===== src/rtl/seq_shifter.sv =====
// Multi-cycle shifter: captures an operand, shifts it STEP positions per cycle
// (SLL/SRL/SRA/ROL/ROR), then pulses done for one cycle with the registered result.
module seq_shifter #(
  parameter int N    = 4,
  parameter int STEP = 1
) (
  input  logic         clk,
  input  logic         rst_n,
  input  logic         start,
  input  logic [N-1:0] a,
  input  logic [N-1:0] b,
  input  logic [2:0]   mode,
  output logic [N-1:0] c,
  output logic         busy,
  output logic         done,
  output logic         zero,
  output logic         illegal
);

  localparam int CW = $clog2(N + 1);
  localparam logic [N-1:0]  N_B    = N[N-1:0];
  localparam logic [CW-1:0] N_C    = CW'(N);
  localparam logic [CW-1:0] STEP_C = CW'(STEP);

  localparam logic [2:0] M_SLL = 3'b000;
  localparam logic [2:0] M_SRL = 3'b001;
  localparam logic [2:0] M_SRA = 3'b010;
  localparam logic [2:0] M_ROL = 3'b011;
  localparam logic [2:0] M_ROR = 3'b100;

  typedef enum logic [1:0] {S_IDLE, S_SHIFT, S_DONE} state_t;

  state_t        state_q, state_d;
  logic [N-1:0]  c_q, c_d, sh;
  logic [2:0]    mode_q, mode_d;
  logic [CW-1:0] rem_q, rem_d, k, s;
  logic          zero_q, ill_q, ill_d;

  // Effective count: linear shifts saturate at N, rotates wrap, illegal does nothing.
  always_comb begin
    k = '0;
    case (mode)
      M_SLL, M_SRL, M_SRA: k = (b >= N_B) ? N_C : CW'(b);
      M_ROL, M_ROR:        k = CW'(b % N_B);
      default:             k = '0;
    endcase
  end

  assign s = (rem_q > STEP_C) ? STEP_C : rem_q;

  // Rotates never reach s == N because their count is reduced mod N.
  always_comb begin
    sh = c_q;
    case (mode_q)
      M_SLL:   sh = c_q << s;
      M_SRL:   sh = c_q >> s;
      M_SRA:   sh = $signed(c_q) >>> s;
      M_ROL:   sh = (c_q << s) | (c_q >> (N_C - s));
      M_ROR:   sh = (c_q >> s) | (c_q << (N_C - s));
      default: sh = c_q;
    endcase
  end

  always_comb begin
    state_d = state_q;
    c_d     = c_q;
    mode_d  = mode_q;
    rem_d   = rem_q;
    ill_d   = 1'b0;
    case (state_q)
      S_IDLE: begin
        if (start) begin
          c_d     = a;
          mode_d  = mode;
          rem_d   = k;
          ill_d   = (mode > M_ROR);
          state_d = (k != '0) ? S_SHIFT : S_DONE;
        end
      end
      S_SHIFT: begin
        c_d   = sh;
        rem_d = rem_q - s;
        if (rem_q <= STEP_C) state_d = S_DONE;
      end
      S_DONE:  state_d = S_IDLE;
      default: state_d = S_IDLE;
    endcase
  end

  always_ff @(posedge clk or negedge rst_n) begin
    if (!rst_n) begin
      state_q <= S_IDLE;
      c_q     <= '0;
      mode_q  <= '0;
      rem_q   <= '0;
      zero_q  <= 1'b0;
      ill_q   <= 1'b0;
    end else begin
      state_q <= state_d;
      c_q     <= c_d;
      mode_q  <= mode_d;
      rem_q   <= rem_d;
      zero_q  <= (c_d == '0);
      ill_q   <= ill_d;
    end
  end

  assign c       = c_q;
  assign busy    = (state_q == S_SHIFT);
  assign done    = (state_q == S_DONE);
  assign zero    = zero_q;
  assign illegal = ill_q;

endmodule


===== config.mk =====
export PLATFORM = sky130hd
export DESIGN_NAME = seq_shifter
export DESIGN_NICKNAME = d
export VERILOG_FILES = /design/src/rtl/seq_shifter.sv
export SDC_FILE = /design/constraint.sdc
export NUM_CORES = 1
export LEC_CHECK = 0
export CAP_MARGIN = 20
export CORE_MARGIN = 4
export CORE_UTILIZATION = 55
export CTS_CLUSTER_DIAMETER = 40
export CTS_CLUSTER_SIZE = 24
export DETAILED_ROUTE_END_ITERATION = 16
export HOLD_SLACK_MARGIN = 0.06
export PLACE_DENSITY = 0.84
export SLEW_MARGIN = 20
export SYNTH_ARGS = -nofsm -noshare
export SYNTH_HDL_FRONTEND = slang
export SYNTH_SLANG_ARGS = --single-unit

===== constraint.sdc =====
create_clock -name clk -period 4.4 [get_ports clk]
set_input_delay 0.44 -clock clk [delete_from_list [all_inputs] [get_ports clk]]
set_output_delay 0.44 -clock clk [all_outputs]
set_load 0.03 [all_outputs]

==> metrics.csv, run 1 <==
stage;metric;value;unit
outcome;status;complete, no violations;
pwr;p_per_area;768;mW/mm²
synth;syn_inst;132;
setup_path;crit_start;rem_q[1];
layout;area_growth;20.2;%
setup_path;cp_max_fo;9;
synth;synthArstFlopShare;100;%
setup_path;critPathArrivalTime;3000;ps
synth;synth_ff_type;dfrtp_1;
clocking;cts_setup_buffers;0;
routing;drtAntennaViolNets;0;
clocking;cts-htree-levels;1;
synth;synthesis.area;0.00111;mm²
routing;routed_via_density;6.25;
synth;synth_seq_cells;14;
routing;totalWireLength;2.69;mm
global_routing;antenna_found_initial;0;
clocking;cts_buffers;3;
clocking;root_buffer;clkbuf_4;
layout;fillerInstances;161;
pwr;p_leak;0.552;nW
layout;antenna_cells;0;
global_routing;grt.total_usage;21.6;%
die;ios;22;
layout;multi_input_area;703;µm²
layout;finish.net_count;165;
placed_design;gp_congestion;0.967;
setup_path;r2r_cells;8;
layout;drive_gt1_share;6.80;%
timing;fmax;356;MHz
layout;final_cell_mix;clkdlybuf4s50_1, nand2_1, dfrtp_1;
synth;synth-edff-count;0;
routing;wl_per_cell;15.5;µm
layout;final_common_cell;clkdlybuf4s50_1;
die;die_area;0.00281;mm²
timing;setup_viol;0;
clocking;clk_path_buf_depth;2;
timing;layout_setup_ws;1590;ps
synth;synth_nets;148;
setup_path;crit_path_end_kind;register;
timing;hold_violations;0;
setup_path;crit_required;4590;ps
hold_path;hold_class;register to register;
timing;tightestPinTransition;629;ps
global_routing;grt_pass1_wl;4.46;mm
setup_path;critPathLaunchType;register;
routing;via_count;1088;
clocking;clk_latency;280;ps
die;die_h;53.0;µm
global_routing;grt_max_degree;17;
synth;avgSynthCellArea;8.44;µm²
timing;finalCritPeriodShare;63.9;%
placed_design;dp_hpwl;2.13;mm
placed_design;pre_cts_slack;1630;ps
clocking;clkSlewWorstSetupHoldPaths;80;ps
timing;slew_violations;0;
timing;setup_tns;0;ps
flow_run;max_cap_violations;0;
global_routing;grt_pass1_vias;1027;
timing;final.setup_skew;5.64;ps
routing;drcViolationCount;0;
setup_path;r2r_start;rem_q[1];
setup_path;crit_type;register to register;
clocking;numClockSinks;14;
die;core;0.00194;mm²
clocking;hold_buffers;0;
timing;fin_crit;2810;ps
setup_path;setup.worst_path.end;zero;
routing;dr.pass1.iters;4;
synth;synth-seq-area-share;31.5;%
global_routing;overflow;0;
synth;netlist-cell-type-count;47;
die;rows;16;
clocking;cts_tree;yes;
synth;ys_warn_count;0;
routing;drt_iter0_drc;41;
timing;grt_setup_unrepaired;false;
timing;slew_headroom;58.0;%
layout;regArea;350;µm²
pwr;ir_drop;435;µV
die;die_w;53.0;µm
setup_path;r2r_end;zero;
clocking;post_cts_resized;0;
die;initial_core_util;57.3;%
placed_design;portBuffers;21;
setup_path;r2r_slack;1590;ps
[metrics by stage]
step	hold WS, ps	power [mW]	utilization (%)	cells	cell area [µm²]
after floorplan	144	0.785	-	132	1110
after global placement	501	0.943	67.8	171	1320
after detailed placement	525	0.951	67.8	171	1320
after CTS	541	1.02	68.9	174	1340
after global routing	604	1.10	68.9	174	1340
final	539	1.03	68.9	174	1340
[worst min path at each step]
| stage | startpoint | end | slack, ps | cells past startpoint |
|---|---|---|---|---|
| after floorplan | rst_n | c[0] | 140 | 0 |
| after global placement | rem_q[0] | rem_q[0] | 500 | 2 |
| after detailed placement | rem_q[0] | rem_q[0] | 520 | 2 |
| after CTS | rem_q[0] | rem_q[0] | 540 | 2 |
| after global routing | rem_q[0] | rem_q[0] | 600 | 2 |
| final | rem_q[0] | rem_q[0] | 540 | 2 |
[Yosys cell counts, drive strengths merged (3+ instances only)]
library cell	instances	area, µm²
o21ai	9	45.0
nand3	5	25.0
and3b	3	26.3
clkbuf	8	30.0
nand2	14	52.6
nand2b	5	31.3
nor2	6	22.5
a21oi	4	20.0
inv	4	15.0
mux2i	4	40.0
nor2b	4	25.0
nand4	3	18.8
dfrtp	14	350
o21bai	4	30.0
[final cells by class]
type	count	area share [%]
Multi-Input combinational cell	104	52.5
Sequential cell	14	26.2
Timing Repair Buffer	21	15.7
Tap cell	27	2.52
Clock buffer	3	1.68
Inverter	5	1.40
[cells by family after synthesis]
family                   share of synthesized area, %
AND/OR/NAND/NOR                                  25.1
AO/OA/AOI/OAI                                    30.1
flip-flops                                       31.5
buffers and inverters                            5.39
multiplexers                                     4.61
adder cells (fa/ha/maj)                          2.25
other                                           0.337
XOR/XNOR                                        0.787
[per-layer routing]
metal | global-route usage, % | vias up | part of all wire [%]
met3 | 3.94 | 8 | 4.8
met2 | 38.0 | 39 | 51
met5 | 0 | - | 0
li1 | - | 527 | -
met1 | 26.1 | 514 | 42
met4 | 7.66 | 0 | 2.3
[state kept, by name (all words and copies together) (netlist names)]
register and flops:
c 4, mode_q 3, rem_q 3, state_q 2, illegal 1, zero 1
[critical path, cell delays in order (launching register included)]
cell and delay, ps:
dfrtp_1 420, or3_1 540, clkinv_1 220, ha_1 310, nor2b_1 220, a2111oi_4 350, a211oi_1 80, o31a_1 320
nor4_2 270
[power breakdown]
part	total [mW]	internal, mW	switching [mW]
registers	0.310	0.187	0.124
clock network	0.0708	0.0318	0.0390
logic	0.647	0.291	0.356
No activity file was read; power rests on OpenSTA's default activity.
==> run 2, diff against run 1 <==
- CORE_UTILIZATION: 55 -> 46
- PLACE_DENSITY: 0.84 -> 0.75
- clock period: 4.4 -> 2.4 ns (I/O delays scaled with it)
==> run 2 against run 1 <==
Against the previous run:
- sequential power grew 82%
- count of clock-buffer cells in the layout grew 1
- sequential share of layout area shrank 1.6 points
- fmax is 23% higher
- register-to-register slack lost 1500 ps
- first-iteration DRC count decreased by 44%
==> metrics.csv, run 2 (synthesis results as in run 1) <==
stage;metric;value;unit;change
clocking;cts_tree;yes;;
global_routing;grt_pass1_vias;998;;-2.8%
setup_path;crit_type;register to register;;
timing;tightestPinTransition;631;ps;+2.65 ps
timing;layout_setup_ws;114;ps;-1480 ps
layout;fillerInstances;222;;+38%
layout;multi_input_area;723;µm²;+2.8%
routing;dr.pass1.iters;4;;unchanged
layout;drive_gt1_share;13.6;%;+6.8 points
timing;slew_headroom;57.8;%;-0.18 points
routing;wl_per_cell;16.0;µm;+3.6%
clocking;cts_setup_buffers;0;;unchanged
timing;slew_violations;0;;unchanged
layout;area_growth;27.9;%;
timing;setup_tns;0;ps;unchanged
routing;drcViolationCount;0;;unchanged
timing;final.setup_skew;1.25;ps;-4.38 ps
pwr;p_sw_share;49.0;%;-1.5 points
layout;antenna_cells;0;;unchanged
timing;hold_violations;0;;unchanged
clocking;cts-htree-levels;1;;unchanged
routing;totalWireLength;2.92;mm;+8.4%
setup_path;worstPathCellList;or3_4, clkinv_4, ha_4, o211ai_1, a41oi_1, and3_1, a31oi_1, nor4_2;;
setup_path;crit_buf_inv;1;;unchanged
layout;final_common_cell;clkdlybuf4s50_1;;
routing;routed_via_density;6.11;;-2.3%
timing;grt_setup_unrepaired;false;;
routing;drt_iter0_drc;23;;-44%
timing;setup_viol;0;;unchanged
die;core;0.00225;mm²;+16%
die;ios;22;;unchanged
flow_run;max_cap_violations;0;;unchanged
routing;via_count;1112;;+2.2%
placed_design;gp_congestion;0.869;;-10%
pwr;ir_drop;726;µV;+67%
placed_design;dp_hpwl;2.28;mm;+7.1%
die;rows;17;;+1
pwr;pwr-share-comb;64.2;%;+1.3 points
clocking;numClockSinks;14;;unchanged
timing;finalCritPeriodShare;95.3;%;+31 points
placed_design;dp.cells;178;;+4.1%
pwr;p_per_area;1450;mW/mm²;+89%
die;die_area;0.00327;mm²;+16%
clocking;cts_buffers;3;;unchanged
die;die_w;57.2;µm;+7.9%
setup_path;cp_slowest_cell;or3_4;;
clocking;clk_path_buf_depth;2;;unchanged
layout;final_cell_mix;clkdlybuf4s50_1, nand2_1, dfrtp_1;;
setup_path;max_stage_delay;410;ps;-130 ps
setup_path;critPathLaunchType;register;;
setup_path;cp_max_fo;5;;-4
routing;drtAntennaViolNets;0;;unchanged
outcome;status;complete, no violations;;
global_routing;overflow;0;;unchanged
global_routing;grt_max_degree;17;;unchanged
pwr;internal_power;1.06;mW;+110%
setup_path;critPathArrivalTime;2450;ps;-550 ps
pwr;pwr-share-clk;8.5;%;+1.6 points
clocking;hold_buffers;0;;unchanged
global_routing;antenna_found_initial;0;;unchanged
setup_path;crit_start;rem_q[0];;
global_routing;grt_pass1_wl;4.65;mm;+4.3%
clocking;clk_latency;290;ps;about the same
timing;fin_crit;2290;ps;-524 ps
setup_path;crit_required;2560;ps;-2030 ps
hold_path;hold_class;input pin to async pin;;
clocking;clkSlewWorstSetupHoldPaths;90;ps;about the same
pwr;p_seq_share;27.3;%;-2.9 points
layout;largest_reg_flops;4;;unchanged
setup_path;crit_path_end_kind;register;;
layout;utilization;63.2;%;-5.8 points
setup_path;crit_family;compound AO/OA/AOI/OAI gates;;
placed_design;pre_cts_slack;14.9;ps;-1620 ps
global_routing;grt.total_usage;18.2;%;-3.4 points
die;die_h;57.2;µm;+7.9%
timing;fmax;437;MHz;+23%
layout;finish.net_count;171;;+3.6%
pwr;p_sw;1.01;mW;+96%
die;initial_core_util;49.4;%;-8.0 points
placed_design;portBuffers;21;;unchanged
clocking;root_buffer;clkbuf_4;;
pwr;p_leak;0.593;nW;+7.4%
layout;fin_cells;182;;+4.6%
setup_path;r2r_start;rem_q[0];;
layout;regArea;350;µm²;unchanged
-- run 2: changes by cell type in the layout (fill, tap and decap cells not counted) --
cell and change:
clkinv_4 +1, ha_4 +1, nor2b_1 -1, clkinv_1 -1, or3_1 -1, buf_4 +6
or3_4 +1, clkbuf_8 +1, ha_1 -1, nor2b_2 +1
-- run 2: worst paths after layout --
check / end / slack [ps] / cells after the start
worst max register to register: zero / 110 / 8
worst max-delay path: zero / 110 / 8
worst min register to register: rem_q[0] / 590 / 3
worst min-delay path: state_q[0] / 340 / 1
min in group clk: rem_q[1] / 520 / 3
max in group asynchronous: c[0] / 1660 / 1
-- run 2: final cells by class --
class | count | area share, %
clock buffers | 4 | 2.55
inverters | 5 | 1.67
multi-input cells | 104 | 50.8
flip-flops and latches | 14 | 24.6
well taps | 28 | 2.46
repair buffers | 27 | 17.9
-- run 2: per-layer routing --
metal / GRT usage (%) / wire length, µm / vias up
met4: 9.93 / 78 / 0
met2: 29.9 / 1490 / 30
met1: 23.1 / 1220 / 534
met5: 0 / 0 / -
li1: - / - / 539
met3: 2.26 / 122 / 9
-- run 2: what timing repair did --
item	in CTS	in global routing
setup endpoints to repair	1	1
resized for setup	1	0
endpoints found under the hold margin	0	0
pin swaps	0	1
-- run 2: stage by stage --
stage	hold WS (ps)	instance area, µm²	power, mW
after floorplan	-55.6	1130	1.48
after global placement	568	1380	1.84
after detailed placement	574	1380	1.88
after CTS	355	1420	2.07
after global routing	381	1420	2.21
final	337	1420	2.07
-- run 2: power by group through the flow --
stage / Sequential (mW) / Combinational (mW) / Clock (mW)
2_1_floorplan: 0.513 / 0.962 / 0
3_3_place_gp: 0.554 / 1.28 / 0
3_5_place_dp: 0.561 / 1.31 / 0
4_1_cts: 0.558 / 1.33 / 0.177
5_1_grt: 0.586 / 1.43 / 0.188
6_report: 0.565 / 1.33 / 0.175
==> run 3, diff against run 2 <==
- ABC_AREA: not set -> 1
- SETUP_SLACK_MARGIN: not set -> 0.4
==> run 3 against run 2 <==
Against the previous run:
- sequential power is 15% lower
- die area is 0.47% lower
- first-iteration DRC count is 17% higher
- sequential cell count stayed put
- wire length is 1.1% higher
- sequential share of layout area is 0.17 points lower
- area after synthesis is 0.56% lower
- total power is 2.4% higher
- combinational power is 11% higher
- worst setup slack better by 410 ps
- utilization is 0.67 points higher
- count of clock-buffer cells in the layout stayed put
==> metrics.csv, run 3 <==
stage;metric;value;unit;change
outcome;status;complete, no violations;;
placed_design;gp_congestion;0.893;;+2.8%
routing;via_count;1207;;+8.5%
synth;synthTopCellsByArea;dfrtp_1, nand2_1, inv_1, nand3_1, o21ai_0;;
die;die_area;0.00326;mm²;-0.47%
clocking;clk_path_buf_depth;2;;unchanged
pwr;p_leak;0.802;nW;+35%
die;die_h;57.1;µm;-0.24%
timing;tightestPinTransition;681;ps;+49.6 ps
die;core;0.00225;mm²;unchanged
die;die_w;57.1;µm;-0.24%
synth;synth-edff-count;0;;unchanged
clocking;clkSlewWorstSetupHoldPaths;90;ps;about the same
global_routing;grt_pass1_wl;4.97;mm;+6.8%
setup_path;crit_path_end_kind;register;;
setup_path;crit_start;rem_q[1];;
synth;ys_warn_count;0;;unchanged
setup_path;crit_type;register to register;;
synth;synth-seq-area-share;31.6;%;+0.18 points
clocking;cts-htree-levels;1;;unchanged
global_routing;grt_pass1_vias;1160;;+16%
pwr;ir_drop;830;µV;+14%
setup_path;worstPathCellList;nor2_4, nand2_4, inv_2, ha_4, nor2_4, nand2_1, nand3_1, nand3_1, nand4_1, nand2_1, nand2_1, nor2_2, nand2_1, nor2_1;;
layout;drive_gt1_share;11.6;%;-2.0 points
layout;final_cell_mix;nand2_1, inv_1, clkdlybuf4s50_1;;
setup_path;cp_slowest_cell;dfrtp_1;;
layout;area_growth;29.9;%;
synth;avgSynthCellArea;6.15;µm²;-27%
layout;largest_reg_flops;4;;unchanged
routing;routed_via_density;5.14;;-16%
placed_design;portBuffers;21;;unchanged
synth;syn_inst;180;;+36%
clocking;numClockSinks;14;;unchanged
setup_path;r2r_start;rem_q[1];;
synth;synth_seq_cells;14;;unchanged
die;initial_core_util;49.1;%;-0.28 points
hold_path;hold_class;input pin to async pin;;
pwr;p_per_area;1470;mW/mm²;+1.3%
timing;setup_tns;0;ps;unchanged
layout;finish.net_count;224;;+31%
setup_path;crit_top_cell;nand2_1;;
routing;dr.pass1.iters;5;;+1
timing;grt_setup_unrepaired;true;;
layout;utilization;63.8;%;+0.67 points
timing;fin_crit;1870;ps;-414 ps
synth;synth_nets;196;;+32%
setup_path;max_stage_delay;440;ps;+30 ps
synth;yosysTopAreaCell;dfrtp_1;;
placed_design;dp_hpwl;2.23;mm;-2.3%
clocking;root_buffer;clkbuf_4;;
clocking;cts_tree;yes;;
synth;netlist-cell-type-count;23;;-51%
layout;fillerInstances;227;;+2.3%
routing;drt_iter0_drc;27;;+17%
timing;layout_setup_ws;528;ps;+414 ps
clocking;cts_buffers;3;;unchanged
timing;fmax;534;MHz;+22%
flow_run;max_cap_violations;0;;unchanged
setup_path;critPathArrivalTime;2060;ps;-390 ps
die;rows;17;;unchanged
timing;final.setup_skew;3.28;ps;+2.03 ps
placed_design;pre_cts_slack;364;ps;+349 ps
global_routing;grt_max_degree;15;;-2
timing;slew_headroom;54.5;%;-3.3 points
clocking;clk_latency;290;ps;about the same
timing;setup_viol;0;;unchanged
global_routing;overflow;0;;unchanged
global_routing;grt.total_usage;19.3;%;+1.1 points
synth;yosysMostFrequentCell;nand2_1;;
setup_path;critPathLaunchType;register;;
routing;wl_per_cell;12.5;µm;-22%
synth;synthesis.area;0.00111;mm²;-0.56%
synth;synth_common_cells;nand2_1, inv_1, nand3_1;;
synth;synthArstFlopShare;100;%;unchanged
routing;drcViolationCount;0;;unchanged
setup_path;crit_required;2590;ps;+30 ps
routing;totalWireLength;2.95;mm;+1.1%
timing;slew_violations;0;;unchanged
timing;finalCritPeriodShare;78.0;%;-17 points
routing;drtAntennaViolNets;0;;unchanged
timing;hold_violations;0;;unchanged
layout;antenna_cells;0;;unchanged
die;ios;22;;unchanged
pwr;power;2.12;mW;+2.4%
setup_path;cp_max_fo;7;;+2
synth;synth_top_area_share;31.6;%;+0.18 points
layout;final_common_cell;nand2_1;;
synth;synth_ff_type;dfrtp_1;;
global_routing;antenna_found_initial;0;;unchanged
==> run 3: cell count changes in the layout (fill, tap and decap cells not counted), moves of 5 or more <==
cell / change
nor2_1: +5
nand2b_1: -5
nand3_1: +12
nand2_1: +42
inv_1: +33
==> run 3: what timing repair did <==
action                                  in CTS  in global routing
setup buffers                                1                  2
gates resized for setup                      2                 12
hold buffers                                 0                  0
pin swaps                                    1                  2
endpoints found under the setup margin       3                  6
gates cloned                                 0                  0
hold endpoints to repair                     0                  0
==> run 3: report_power, final <==
group	internal (mW)	switching [mW]	total, mW
logic	0.543	0.923	1.47
clock network	0.0925	0.0846	0.177
registers	0.345	0.132	0.478
==> run 3: worst paths after layout <==
check                                  end  slack, ps  cells past startpoint
worst max-delay path                  zero        530                     14
worst min-delay path              rem_q[2]        350                      1
worst max register to register        zero        530                     14
worst min register to register   mode_q[1]        560                      2
max in group asynchronous       state_q[1]       1570                      1
min in group clk                  rem_q[1]        550                      3
==> run 3: logic make-up (layout without fill, tap and decap cells) <==
group	after synthesis	in the layout	synth area share, %
adder cells (fa/ha/maj)	2	2	2.26
other	1	1	0.339
flip-flops	14	14	31.6
AO/OA/AOI/OAI	25	25	13.1
AND/OR/NAND/NOR	98	98	38.8
buffers and inverters	40	67	13.9
==> run 3: layer usage <==
metal	GRT usage (%)	share of wire, %	vias up
met2	32.5	50	18
met5	0	0	-
met3	2.94	2.4	7
li1	-	-	616
met1	24.4	46	566
met4	7.95	1.9	0
==> run 3: cell type report <==
cell class	instances	area [µm²]	share of cell area (%)
clock buffer	4	36.3	2.52
tap	28	35.0	2.43
sequential	14	352	24.4
timing repair buffer	24	231	16.1
inverter	39	146	10.2
multi-input combinational	126	638	44.3
==> run 3: stage by stage <==
stage | instances | hold slack [ps] | cell area, µm²
after CTS | 233 | 365 | 1390
after global placement | 228 | 520 | 1350
after floorplan | 180 | -55.6 | 1110
final | 235 | 354 | 1440
after detailed placement | 228 | 545 | 1350
after global routing | 235 | 375 | 1440
==> run 3: critical path, delay by kind of cell (launching register included) <==
kind                       cells  cell delay [ps]
buffers and inverters          1              110
DFF                            1              440
adders and majority gates      1              220
and+or+nand+nor               12             1000
